==> src/rtl/rv32_pkg.sv <==
// Shared RV32 datapath constants and the MUL/DIV result entry carried
// through the write-port arbiter's buffer.
package rv32_pkg;

  localparam int unsigned DATA_W    = 32;
  localparam int unsigned ADDR_W    = 5;
  localparam int unsigned REG_COUNT = 32;

  typedef struct packed {
    logic [ADDR_W-1:0] addr;
    logic [DATA_W-1:0] data;
  } md_entry_t;

endpackage

==> src/rtl/md_result_fifo.sv <==
// Small synchronous FIFO for buffered MUL/DIV results; push is ignored when
// full and pop is ignored when empty.
module md_result_fifo #(
  parameter  int unsigned WIDTH = 37,
  parameter  int unsigned DEPTH = 2,
  localparam int unsigned CNT_W = $clog2(DEPTH + 1)
) (
  input  logic             clk_i,
  input  logic             rst_ni,
  input  logic             push_i,
  input  logic [WIDTH-1:0] din_i,
  input  logic             pop_i,
  output logic [WIDTH-1:0] dout_o,
  output logic             full_o,
  output logic             empty_o,
  output logic [CNT_W-1:0] count_o
);

  localparam int unsigned PTR_W = (DEPTH > 1) ? $clog2(DEPTH) : 1;

  logic [WIDTH-1:0] mem_q [DEPTH];
  logic [PTR_W-1:0] wr_ptr_q, wr_ptr_d;
  logic [PTR_W-1:0] rd_ptr_q, rd_ptr_d;
  logic [CNT_W-1:0] count_q, count_d;
  logic             do_push, do_pop;

  function automatic logic [PTR_W-1:0] ptr_inc(input logic [PTR_W-1:0] p);
    return (p == PTR_W'(DEPTH - 1)) ? '0 : p + 1'b1;
  endfunction

  assign full_o  = (count_q == CNT_W'(DEPTH));
  assign empty_o = (count_q == '0);
  assign count_o = count_q;
  assign dout_o  = mem_q[rd_ptr_q];
  assign do_push = push_i & ~full_o;
  assign do_pop  = pop_i & ~empty_o;

  always_comb begin
    wr_ptr_d = do_push ? ptr_inc(wr_ptr_q) : wr_ptr_q;
    rd_ptr_d = do_pop  ? ptr_inc(rd_ptr_q) : rd_ptr_q;
    count_d  = count_q;
    if (do_push && !do_pop) count_d = count_q + 1'b1;
    if (do_pop && !do_push) count_d = count_q - 1'b1;
  end

  always_ff @(posedge clk_i or negedge rst_ni) begin
    if (!rst_ni) begin
      wr_ptr_q <= '0;
      rd_ptr_q <= '0;
      count_q  <= '0;
    end else begin
      wr_ptr_q <= wr_ptr_d;
      rd_ptr_q <= rd_ptr_d;
      count_q  <= count_d;
    end
  end

  always_ff @(posedge clk_i) begin
    if (do_push) mem_q[wr_ptr_q] <= din_i;
  end

endmodule

==> src/rtl/regfile_wr_arbiter.sv <==
// Shares the register-file write port between writeback and buffered MUL/DIV
// results, tracks outstanding MUL/DIV destinations and flags head starvation.
module regfile_wr_arbiter
  import rv32_pkg::*;
#(
  parameter int unsigned DATA_W       = rv32_pkg::DATA_W,
  parameter int unsigned ADDR_W       = rv32_pkg::ADDR_W,
  parameter int unsigned BUF_DEPTH    = 2,
  parameter int unsigned STARVE_LIMIT = 4
) (
  input  logic              CLK,
  input  logic              RESET,
  input  logic              WB_VALID,
  input  logic [ADDR_W-1:0] WB_ADDR,
  input  logic [DATA_W-1:0] WB_DATA,
  input  logic              MD_ISSUE_VALID,
  input  logic [ADDR_W-1:0] MD_ISSUE_ADDR,
  input  logic              MD_VALID,
  input  logic [ADDR_W-1:0] MD_ADDR,
  input  logic [DATA_W-1:0] MD_DATA,
  output logic              MD_READY,
  output logic              RF_WRITE,
  output logic [ADDR_W-1:0] RF_INADDRESS,
  output logic [DATA_W-1:0] RF_IN,
  output logic [31:0]       BUSY,
  output logic              STALL_REQ
);

  localparam int unsigned CNT_W = $clog2(BUF_DEPTH + 1);
  localparam int unsigned AGE_W = $clog2(STARVE_LIMIT + 1);

  md_entry_t         push_entry, head_entry;
  logic              fifo_full, fifo_empty;
  logic [CNT_W-1:0]  fifo_count;
  logic              push, pop;

  logic              ready_en_q;
  logic              rf_write_q, rf_write_d;
  logic [ADDR_W-1:0] rf_addr_q, rf_addr_d;
  logic [DATA_W-1:0] rf_data_q, rf_data_d;
  logic [31:0]       busy_q, busy_d;
  logic [AGE_W-1:0]  age_q, age_d;
  logic              stall_q, stall_d;

  assign push_entry.addr = MD_ADDR;
  assign push_entry.data = MD_DATA;

  // Ready comes from registered state only; ready_en_q holds it low until
  // the first edge after reset release.
  assign MD_READY = ready_en_q & (fifo_count < CNT_W'(BUF_DEPTH));
  assign push     = MD_VALID & MD_READY;
  assign pop      = ~fifo_empty & ~WB_VALID;

  md_result_fifo #(
    .WIDTH ($bits(md_entry_t)),
    .DEPTH (BUF_DEPTH)
  ) u_fifo (
    .clk_i   (CLK),
    .rst_ni  (RESET),
    .push_i  (push),
    .din_i   (push_entry),
    .pop_i   (pop),
    .dout_o  (head_entry),
    .full_o  (fifo_full),
    .empty_o (fifo_empty),
    .count_o (fifo_count)
  );

  always_comb begin
    rf_write_d = 1'b0;
    rf_addr_d  = rf_addr_q;
    rf_data_d  = rf_data_q;
    if (WB_VALID) begin
      rf_write_d = (WB_ADDR != '0);
      rf_addr_d  = WB_ADDR;
      rf_data_d  = WB_DATA;
    end else if (pop) begin
      rf_write_d = (head_entry.addr != '0);
      rf_addr_d  = head_entry.addr;
      rf_data_d  = head_entry.data;
    end
  end

  // Clear before set so a same-cycle reissue of the popped register wins.
  always_comb begin
    busy_d = busy_q;
    if (pop) busy_d[head_entry.addr] = 1'b0;
    if (MD_ISSUE_VALID && MD_ISSUE_ADDR != '0) busy_d[MD_ISSUE_ADDR] = 1'b1;
    busy_d[0] = 1'b0;
  end

  always_comb begin
    age_d = age_q;
    if (fifo_empty || pop) age_d = '0;
    else if (age_q < AGE_W'(STARVE_LIMIT)) age_d = age_q + 1'b1;
    stall_d = (age_d >= AGE_W'(STARVE_LIMIT));
  end

  always_ff @(posedge CLK or negedge RESET) begin
    if (!RESET) begin
      ready_en_q <= 1'b0;
      rf_write_q <= 1'b0;
      rf_addr_q  <= '0;
      rf_data_q  <= '0;
      busy_q     <= '0;
      age_q      <= '0;
      stall_q    <= 1'b0;
    end else begin
      ready_en_q <= 1'b1;
      rf_write_q <= rf_write_d;
      rf_addr_q  <= rf_addr_d;
      rf_data_q  <= rf_data_d;
      busy_q     <= busy_d;
      age_q      <= age_d;
      stall_q    <= stall_d;
    end
  end

  assign RF_WRITE     = rf_write_q;
  assign RF_INADDRESS = rf_addr_q;
  assign RF_IN        = rf_data_q;
  assign BUSY         = busy_q;
  assign STALL_REQ    = stall_q;

endmodule

==> config.mk <==
export PLATFORM = sky130hd
export DESIGN_NAME = regfile_wr_arbiter
export DESIGN_NICKNAME = d
export VERILOG_FILES = /design/src/rtl/rv32_pkg.sv /design/src/rtl/md_result_fifo.sv /design/src/rtl/regfile_wr_arbiter.sv
export SDC_FILE = /design/constraint.sdc
export NUM_CORES = 1
export LEC_CHECK = 0
export CAP_MARGIN = 20
export CELL_PAD_IN_SITES_DETAIL_PLACEMENT = 0
export CELL_PAD_IN_SITES_GLOBAL_PLACEMENT = 1
export CORE_MARGIN = 5
export CORE_UTILIZATION = 27
export CTS_CLUSTER_SIZE = 40
export DETAILED_ROUTE_END_ITERATION = 10
export PLACE_DENSITY_LB_ADDON = 0.15
export SLEW_MARGIN = 20
export SYNTH_ARGS = -nofsm -noshare
export SYNTH_HDL_FRONTEND = slang
export SYNTH_SLANG_ARGS = --single-unit
==> constraint.sdc <==
create_clock -name CLK -period 2.4 [get_ports CLK]
set_input_delay 0.48 -clock CLK [delete_from_list [all_inputs] [get_ports CLK]]
set_output_delay 0.48 -clock CLK [all_outputs]
set_load 0.01 [all_outputs]
==> results by group <==
Status
  • Outcome: finished, final reports clean

Synthesis
  • Sequential element share of the synthesized area: 0.6430
  • Synth async-reset ratio: 0.5099
  • EDFF count, synth: 74
  • Synthesized area: 6452 um2
  • Avg Synthesized Cell Area: 14.06 um2
  • Syn nets: 545
  • FF+latch count, synth: 151
  • Synth Flop Type: dfrtp_1
  • Mapped Cells: 459
  • Number of synthesis warnings: 0
  • Unique masters post-synth: 43

GRT
  • Number of global-route vias before repair: 4751
  • Initial antenna violation count: 2
  • GRT Overall Usage: 0.1331
  • First-pass GRT wire length: 27290 um
  • Largest net degree at the start of global routing: 77
  • Total global routing overflow: 0

Setup path
  • Slowest-stage cell, CP: clkdlybuf4s50_1
  • Worst Setup Start Kind: register
  • Crit-path cells: nor2b_1, clkdlybuf4s50_1
  • Crit-path max cell delay: 0.58 ns
  • WP data arrival: 1.68 ns
  • Worst Path Max Fanout: 6
  • CP Capture Type: output port
  • Crit path kind: reg -> out
  • Critical Path RT: 1.92 ns

Timing
  • Max_slew headroom: 0.5366
  • Setup Skew: 0.01164 ns
  • Max Fclk: 0.4623 GHz
  • Slew Limit Fails: 0
  • Final TNS setup: 0 ns
  • RSZ-0062 raised after global routing: no
  • Final hold viol count: 0
  • Fin crit share: 0.9012
  • Crit path time final: 2.163 ns
  • Actual slew at the worst max-slew pin: 0.6952 ns
  • Final setup fails: 0

Clock tree
  • Post-cts sizing count: 0
  • Root Driver: clkbuf_16
  • CTS tree: built
  • Clock Sinks: 151
  • H-tree levels: 4
  • Number of post-CTS setup repair buffers: 0
  • Worst-Skew Late Latency: 0.42 ns
  • Reg clk slew, reported paths: 0.06 ns
  • Clock buffer count from CTS: 17
  • Clock Tree Buf Depth: 2
  • # hold bufs at CTS: 0

Floorplanning
  • Cell Rows: 56
  • Starting Density: 0.2749
  • Die area: 27090 um2
  • Die W: 164.6 um
  • Die span in y: 164.6 um
  • Core Area: 23470 um2
  • I/O Pins: 156

Layout
  • Area grow syn2layout: 40.55%
  • Nets: 710
  • Layout cells sized above 1: 0.1633

Power
  • PD cells: 964.6 nW/um2
  • Max VDD drop: 447.6 uV
  • Leak: 3.362 nW
  • Final Power: 8.748 mW

Detailed routing
  • Drt first pass iters: 4
  • Initial drt markers: 195
  • # DRC: 0
  • Routed WL: 17860 um
  • DR vias/cell: 4.693
  • Final ANT Viol Nets: 0
  • Routed len/inst: 18.66 um
  • Detailed-route via count: 4491

Hold path
  • Hold crit path type: in -> async

Job
  • Max cap viols: 0

Placed design
  • Dpl hpwl: 12780 um
  • Global placement routability congestion: 0.7668
  • Port bufs: 154
## synthesized netlist by cell type (4+ instances only)
master | count | area [um2]
o22a_1 | 5 | 43.79
a221o_1 | 28 | 280.3
buf_4 | 4 | 30.03
nand2b_1 | 6 | 37.54
o21ai_0 | 36 | 180.2
buf_2 | 6 | 30.03
buf_1 | 4 | 15.01
nor2_1 | 10 | 37.54
o221a_2 | 9 | 101.4
nor3b_1 | 4 | 30.03
edfxtp_1 | 74 | 2222
o31a_1 | 18 | 157.7
nor3_1 | 4 | 20.02
a21o_1 | 4 | 30.03
nand2_1 | 42 | 157.7
mux2_2 | 35 | 394.1
dfrtp_1 | 77 | 1927
xnor2_1 | 4 | 35.03
mux2i_1 | 38 | 380.4
clkbuf_1 | 13 | 48.80
## cell type report
type | instances | area [um2]
clock inverters | 14 | 185.2
clock buffers | 18 | 429.2
diodes | 1 | 2.502
fillers | 2225 | 14400
repair buffers | 173 | 1714
flip-flops and latches | 151 | 4150
inverters | 2 | 7.507
multi-input cells | 279 | 2181
well taps | 319 | 399.1
## metrics by stage
step | instance area [um2] | hold slack [ns] | cells | worst slack (ns) | util
2_1_floorplan | 6455 | 0.1844 | 459 | 0.1732 | -
5_1_grt | 9066 | 0.05358 | 956 | 0.1256 | 0.3862
3_3_place_gp | 8452 | 0.4809 | 924 | 0.4039 | 0.3601
6_report | 9069 | 0.01719 | 957 | 0.2371 | 0.3864
3_5_place_dp | 8452 | 0.4851 | 924 | 0.4372 | 0.3601
4_1_cts | 9066 | 0.02945 | 956 | 0.1763 | 0.3862
## layer usage
layer,part of all wire,GRT usage
met1,0.41,0.1616
met2,0.49,0.2244
met3,0.080,0.04792
met4,0.010,0.03554
met5,0.0015,0
## worst max-delay path: cells and delay by family (launching register included)
kind	cells	cell delay, ns
buffers and inverters	1	0.58
DFF	1	0.45
and+or+nand+nor	1	0.24
## power by group
part | switching [mW] | total [mW] | leakage (nW) | internal (mW)
logic | 1.24 | 2.58 | 1.57 | 1.34
clock network | 1.11 | 2.78 | 0.291 | 1.66
registers | 0.269 | 3.39 | 1.50 | 3.13
## logic make-up after synthesis
kind of cell    after synthesis  share of synthesized area
compound gates              111                     0.1367
simple gates                 84                    0.06438
mux                          74                     0.1224
fa+ha+maj                     2                   0.003878
other cells                   2                   0.001164
buf+inv                      29                    0.02036
flops                       151                     0.6430
xor+xnor                      6                   0.008144
## state kept, by name, summed over array words and instances (netlist names)
signal,count
u_fifo.mem_q,74
BUSY,31
RF_WRITE,1
u_fifo.rd_ptr_q,1
u_fifo.wr_ptr_q,1
u_fifo.count_o,2
ready_en_q,1
age_q,3
RF_INADDRESS,5
RF_IN,32
## final timing paths
path / endpoint / slack, ns / depth (start not counted) / start
hold reg to reg: BUSY[1]$_DFF_PN0_ / 0.52 / 1 / BUSY[1]$_DFF_PN0_
min in group CLK: BUSY[1]$_DFF_PN0_ / 0.52 / 1 / BUSY[1]$_DFF_PN0_
max in group asynchronous: BUSY[25]$_DFF_PN0_ / 1.73 / 2 / RESET
setup / recovery: MD_READY / 0.24 / 2 / u_fifo.count_o[1]$_DFFE_PN0P_
setup reg to reg: BUSY[30]$_DFF_PN0_ / 0.56 / 5 / u_fifo.rd_ptr_q$_DFFE_PN0P_
hold / removal: age_q[0]$_DFF_PN0_ / 0.02 / 1 / RESET
## cell usage in the layout (no fill, tap or decap), types with 4 or more instances in the layout
master	count
a21o_1	4
edfxtp_1	74
buf_4	17
inv_6	6
nor3_1	4
a221o_1	28
o221a_2	9
mux2_2	35
nand2b_1	6
clkdlybuf4s50_1	152
o21ai_0	36
xnor2_1	4
dfrtp_1	76
mux2i_1	38
nand2_1	42
nor2_1	9
nor3b_1	4
o31a_1	18
o22a_1	5
clkbuf_16	17
(Power assumes the default switching activity.)
==> RTL edit (same settings) <==
`ADDR_W`: 5 -> 7.
--- a/src/rtl/rv32_pkg.sv
+++ b/src/rtl/rv32_pkg.sv
@@ -4,5 +4,5 @@
 
   localparam int unsigned DATA_W    = 32;
-  localparam int unsigned ADDR_W    = 5;
+  localparam int unsigned ADDR_W    = 7;
   localparam int unsigned REG_COUNT = 32;
 
Ports: changed (resized MD_ADDR, MD_ISSUE_ADDR, RF_INADDRESS and WB_ADDR); port bits go from 156 to 164. The function was not compared with the original's and may differ.
==> RTL edit against the unedited design <==
Non-clock buffer count is 2 lower. Highest routed layer unchanged. Final area is 0.95% lower. Wire length decreased by 6.0%. Sequential power grew 8.0%. Setup slack improved by 0.030 ns. Critical endpoint unchanged. Power is 6.0% higher. Final cell count is 4.6% higher. Count of clock-buffer cells in the layout grew 1. Sequential cell count rose by 6. Via count down 0.65%. Largest power group unchanged. Synthesized area shrank 2.0%. Sequential share of layout area rose by 2.3 points. Critical path depth unchanged. Combinational power grew 7%.
==> RTL edit: results (changes against the unedited design) <==
Setup path
  • Crit-path max FO: 5 (-1)
  • Reg2Reg Setup Slack: 0.54 ns (-0.02 ns)
  • R2R depth: 4 (-1)
  • Reg2reg end: BUSY[27]

Synthesis
  • Async S/R FF share, synth: 50.3% (-0.67 points)
  • Post-synth EDFFs: 78 (+5.4%)
  • Register area share after synthesis: 68.3% (+4.0 points)
  • Area contributors post-synth: edfxtp_1, dfrtp_1, o21ai_1
  • Yosys cell types: 35 (-19%)
  • Syn nets: 594 (+9.0%)

Pwr
  • Maximum VDD drop: 0.000406 V (-9.4%)
  • Leakage: 3.41 nW (+1.3%)

Placed design
  • Final HPWL DP: 12000 um (-5.8%)
  • Port bufs: 162 (+5.2%)

Routing
  • DRT Wirelength: 16800 um (-6.0%)
  • Detailed-route via count: 4462 (-0.65%)
  • 1st-iter DRT viols: 181 (-7.2%)
  • Met3 routed WL: 1200 um (-16%)

STA
  • Clk_skew: 0.00828 ns (-0.00336 ns)

Cells and area
  • Max reg flops: 78 (+5.4%)
  • Layout cell share with drive strength beyond 1: 9.10% (-7.2 points)

GRT
  • First-pass GRT wire length: 26700 um (-2.3%)
  • All-Layer GR Usage: 13.0% (-0.35 points)
  • Initial antenna violation count: 1 (-1)
  • Vias in the first global route: 4809 (+1.2%)
  • Largest net degree at the start of global routing: 81 (+5.2%)

Clock tree
  • CTS tree: built

Status
  • Status: finished, final reports clean
## RTL edit: logic make-up after synthesis
group | synth area share [%]
compound gates | 12.3
xor+xnor | 0.831
fa+ha+maj | 0.396
buf+inv | 1.94
flops | 68.3
mux | 7.10
other cells | 0.119
simple gates | 8.98
## RTL edit: where the power goes
| group | internal [mW] | total (mW) | switching (mW) |
|---|---|---|---|
| sequential | 3.33 | 3.66 | 0.331 |
| clock | 1.78 | 2.86 | 1.09 |
| combinational | 1.33 | 2.75 | 1.42 |
## RTL edit: cell type report
type	count	area, um^2
Clock inverter	13	188
Sequential cell	157	4320
Multi-Input combinational cell	321	1900
Fill cell	2317	14300
Timing Repair Buffer	171	1730
Tap cell	319	399
Antenna cell	1	2.50
Clock buffer	19	443
## RTL edit: per-stage QoR
stage          area (um^2)  utilization [%]  cells  worst slack [ns]  hold WS (ns)
2_1_floorplan         6330                -    502             0.133         0.184
3_3_place_gp          8350             35.9    968             0.403         0.485
3_5_place_dp          8350             35.9    968             0.337         0.494
4_1_cts               8980             38.6   1000             0.225        0.0391
5_1_grt               8980             38.6   1000             0.131        0.0510
6_report              8980             38.6   1001             0.267        0.0351
## RTL edit: how the worst min path moves through the flow
stage                     start         to  cells past startpoint
final                     RESET   RF_IN[9]                      1
after global routing      RESET  RF_IN[15]                      1
after detailed placement  RESET   RF_IN[9]                      1
after floorplan           RESET   BUSY[10]                      0
after CTS                 RESET   RF_IN[8]                      1
after global placement    RESET   RF_IN[4]                      1
## RTL edit: layer usage
metal / GRT usage [%] / up-vias
met5: 0 / -
met4: 4.00 / 2
met3: 4.49 / 20
met2: 20.5 / 130
met1: 16.8 / 2151
li1: - / 2159
## RTL edit: worst max-delay path, stage by stage, from the launching register on
cell	delay (ns)
dfrtp_1	0.44
nor2b_1	0.22
clkdlybuf4s50_1	0.58
